**src/rtl/rr_arbiter_n.sv**
```systemverilog
// Round-robin arbiter for N requesters with optional forced re-arbitration after
// MAX_HOLD enabled cycles; the last granted index has the lowest priority next time.
module rr_arbiter_n #(
  parameter int N        = 4,
  parameter int MAX_HOLD = 0,
  localparam int W       = $clog2(N)
) (
  input  logic         clk,
  input  logic         rst_n,
  input  logic         ce,
  input  logic [N-1:0] req,
  input  logic         release_grant,
  output logic [W-1:0] grant,
  output logic         grant_valid,
  output logic [N-1:0] grant_onehot
);

  localparam int HW        = (MAX_HOLD == 0) ? 1 : $clog2(MAX_HOLD + 1);
  localparam int HOLD_LAST = (MAX_HOLD == 0) ? 0 : MAX_HOLD - 1;

  typedef enum logic {
    IDLE,
    BUSY
  } state_t;

  state_t         state;
  state_t         state_nxt;
  logic [W-1:0]   ptr;
  logic [W-1:0]   ptr_nxt;
  logic [W-1:0]   grant_nxt;
  logic [W-1:0]   cand;
  logic [W-1:0]   idx;
  logic [HW-1:0]  hold_cnt;
  logic [HW-1:0]  hold_nxt;
  logic           any_req;
  logic           hold_hit;
  logic           end_tenure;

  // Scan from ptr+N down to ptr+1 so the nearest requester after ptr wins.
  always_comb begin
    cand = ptr;
    idx  = '0;
    for (int k = N; k >= 1; k--) begin
      idx = W'((int'(ptr) + k) % N);
      if (req[idx]) cand = idx;
    end
  end

  assign any_req    = |req;
  assign hold_hit   = (MAX_HOLD != 0) && (hold_cnt == HW'(HOLD_LAST));
  assign end_tenure = ce && (release_grant || hold_hit);

  always_comb begin
    state_nxt = state;
    grant_nxt = grant;
    ptr_nxt   = ptr;
    hold_nxt  = hold_cnt;
    if (ce) begin
      case (state)
        IDLE: begin
          if (any_req) begin
            state_nxt = BUSY;
            grant_nxt = cand;
            ptr_nxt   = cand;
            hold_nxt  = '0;
          end
        end
        BUSY: begin
          if (end_tenure) begin
            if (any_req) begin
              grant_nxt = cand;
              ptr_nxt   = cand;
              hold_nxt  = '0;
            end else begin
              state_nxt = IDLE;
            end
          end else if (MAX_HOLD != 0) begin
            hold_nxt = hold_cnt + HW'(1);
          end
        end
        default: state_nxt = IDLE;
      endcase
    end
  end

  // ptr resets to N-1 so requester 0 wins the first arbitration.
  always_ff @(posedge clk or negedge rst_n) begin
    if (!rst_n) begin
      state    <= IDLE;
      grant    <= '0;
      ptr      <= W'(N - 1);
      hold_cnt <= '0;
    end else begin
      state    <= state_nxt;
      grant    <= grant_nxt;
      ptr      <= ptr_nxt;
      hold_cnt <= hold_nxt;
    end
  end

  assign grant_valid = (state == BUSY);

  always_comb begin
    grant_onehot = '0;
    if (grant_valid) grant_onehot[grant] = 1'b1;
  end

endmodule

```
**config.mk**
```make
export PLATFORM = sky130hd
export DESIGN_NAME = rr_arbiter_n
export DESIGN_NICKNAME = d
export VERILOG_FILES = /design/src/rtl/rr_arbiter_n.sv
export SDC_FILE = /design/constraint.sdc
export NUM_CORES = 1
export LEC_CHECK = 0
export CORE_AREA = 2 2 39 41
export DETAILED_ROUTE_END_ITERATION = 12
export DIE_AREA = 0 0 41 43
export PLACE_DENSITY = 0.63
export SLEW_MARGIN = 0
export SYNTH_ARGS = -nofsm -noshare
export SYNTH_HDL_FRONTEND = slang
export SYNTH_SLANG_ARGS = --single-unit
```
**constraint.sdc**
```tcl
create_clock -name clk -period 2.1 [get_ports clk]
set_clock_uncertainty 0.1 [all_clocks]
set_input_delay 0.42 -clock clk [delete_from_list [all_inputs] [get_ports clk]]
set_output_delay 0.42 -clock clk [all_outputs]
set_load 0.05 [all_outputs]
```
==> results by group <==
Run status
  • Status: completed

Worst setup path
  • Crit path max fanout: 6
  • Critical path buffers and inverters: 1
  • R2R cell count: 4
  • CP Capture Type: output pin
  • R2r endpoint: ptr[1]$_DFFE_PN1P_
  • CP startpoint: grant[0]$_DFFE_PN0P_
  • Worst setup path endpoint: grant[0]
  • CP delay by family, top: buffers and inverters
  • Setup CP Type: reg -> out
  • CP Cell Sequence: clkdlybuf4s50_1
  • Reg-to-Reg Start: ptr[1]$_DFFE_PN1P_
  • Req. time, crit path: between 1.5 and 2 ns
  • Crit path DAT: around 1.5 ns
  • CP peak stage delay: around 0.83 ns
  • Critical-path top delay cell: clkdlybuf4s50_1
  • R2r setup slk: around 0.65 ns
  • Worst Setup Start Kind: flip-flop
  • Levels on crit path: 1

Floorplanning
  • Die area: about 1800 µm²
  • Die Ht: 43 µm
  • Top Ports: 15
  • Std cell rows: 14
  • Die Wd: 41 µm
  • Area of the core: around 1400 µm²
  • Initial Util: 0.235

Layout
  • Layout cells sized above 1: 0.426
  • Number of diodes: 0
  • Filler cells: 146
  • Final instance area: ~540 µm²
  • Nets: between 60 and 70
  • Area Growth Syn to Fin: 64.6%

Timing
  • Tcrit/Tclk final: 0.956
  • RSZ-0062 raised after global routing: no
  • Worst-margin pin slew: 0.491 ns
  • Max-slew violation count: 0
  • Tmin final: approximately 2 ns
  • Final count of hold timing violations: 0
  • Final worst setup slack: a little over 0.09 ns
  • Max_slew headroom: 0.671
  • FMAX: between 0.4 and 0.5 GHz
  • Final setup viols: 0
  • Fin Setup TNS: 0 ns
  • Worst hold slack: between 0.2 and 0.3 ns

Clocking
  • Post-CTS setup buffers: 0
  • Worst-skew pair later-pin latency: 0.24 ns
  • Post_cts resized: 0
  • Root buf cell: clkbuf_4
  • CTS H-tree lvls: 1
  • CTS clk-pin slew, worst paths: 0.04 ns
  • # hold bufs at CTS: 0
  • Clock Sink Count: 5
  • TritonCTS clock tree: yes
  • Clk buf depth: 2
  • Num CTS Buffers: 3

Drt
  • Avg WL per Cell: about 11 µm
  • Vias/cell: ~4.8
  • ANT nets after route: 0
  • Initial DRC Count: 4
  • 1st-pass router iterations: 4
  • DRC viols: 0
  • DR vias: 339
  • Final wirelength: between 700 and 800 µm

Synthesis
  • Register area share after synthesis: 0.392
  • Synth top area share: 0.231
  • Mapped cell area: 325 µm²
  • Synth Register Bits: 5
  • Most area-hungry cell type in the Yosys netlist: dfrtp_1
  • Mapped Nets: 40
  • EDFF count, synth: 0
  • Syn_area_per_cell: 10.2 µm²
  • Post-Synthesis Cells: 32
  • Synth cell count leaders: dfrtp_1, nand2_1
  • Main area contributors after synthesis: dfrtp_1, dfstp_2, a22o_2
  • Post-synth ARST share: 1.00
  • Yosys warns: 0
  • Most used DFF post-synth: dfrtp_1
  • Unique masters post-synth: 24

Placement
  • Post-DP HPWL: roughly 630 µm
  • Setup WS pre-CTS: 0.0311 ns
  • Port Buffer Count: 14
  • RePlAce Congestion: 0.710
  • Placed Area: 509 µm²

GRT
  • First-pass GRT wire length: between 1 and 1.5 mm
  • Gr usage total: 0.106
  • Initial antenna violation count: 0
  • Number of global-route vias before repair: approximately 330
  • Largest net degree at the start of global routing: 8
  • Gr ovfl total: 0

Power and ir drop
  • Int Pwr: 0.318 mW
  • Psw: roughly 0.25 mW
  • Clock group share of total power: 0.193
  • P_leak: 0.254 nW
  • Sequential share of power: 0.303
  • Sw frac: 0.438
  • Pwr Density: between 1000 and 1500 nW/µm²
  • Comb power frac: 0.504
  • Total power: between 0.5 and 0.6 mW
  • Peak VDD IR: between 0.3 and 0.4 mV

Worst hold path
  • Min-Delay Path Class: in -> async

Flow run
  • Max cap viols: 0
-- layout make-up --
cell class	instances	area (µm²)	share of cell area
timing repair buffer	19	163	0.304
tap	16	20.0	0.0374
multi-input combinational	25	195	0.364
inverter	1	3.75	0.00701
sequential	5	128	0.238
clock buffer	4	26.3	0.0491
-- per-stage QoR --
stage | instances | utilization
after floorplan | 32 | -
after global placement | 66 | 0.368
after detailed placement | 66 | 0.368
after CTS | 70 | 0.387
after global routing | 70 | 0.387
final | 70 | 0.387
-- cell families (layout without fill, tap and decap cells) --
group,count (synthesis),count (layout),share of synthesized area
compound gates,10,10,0.265
simple gates,13,13,0.258
flops,5,5,0.392
buf+inv,2,24,0.0231
mux,2,2,0.0615
-- registers in the layout, indices dropped and copies added (netlist names) --
signal       cells
grant            2
grant_valid      1
ptr              2
-- routing by layer --
layer	global-route usage	routed length (µm)
met3	0.0157	66
met4	0.0800	0
met5	0	0
met1	0.129	309
met2	0.156	375
-- power groups by stage --
stage | Clock [mW] | Combinational (mW) | Sequential [mW]
5_1_grt | 0.125 | 0.304 | 0.177
2_1_floorplan | 0 | 0.164 | 0.199
3_3_place_gp | 0 | 0.283 | 0.169
3_5_place_dp | 0 | 0.288 | 0.170
6_report | 0.109 | 0.285 | 0.172
4_1_cts | 0.116 | 0.288 | 0.171
-- cell usage in the layout (no fill, tap or decap), types with 2 or more instances in the layout --
cell and instances:
clkdlybuf4s50_1 8, mux2i_1 2, buf_4 11, a22o_2 2, dfrtp_1 3, dfstp_2 2, clkbuf_4 3, nand2_1 3
a21o_1 2
-- how the worst min path moves through the flow --
| stage | from | end | slack (ns) | cells after the start |
|---|---|---|---|---|
| after detailed placement | ptr[0]$_DFFE_PN1P_ | ptr[0]$_DFFE_PN1P_ | 0.45 | 2 |
| after floorplan | rst_n | grant[0]$_DFFE_PN0P_ | 0.02 | 0 |
| after global routing | rst_n | grant_valid$_DFFE_PN0P_ | 0.31 | 1 |
| after global placement | ptr[0]$_DFFE_PN1P_ | ptr[0]$_DFFE_PN1P_ | 0.44 | 2 |
| final | rst_n | grant_valid$_DFFE_PN0P_ | 0.30 | 1 |
| after CTS | rst_n | grant[1]$_DFFE_PN0P_ | 0.29 | 1 |
(Power assumes the default switching activity.)
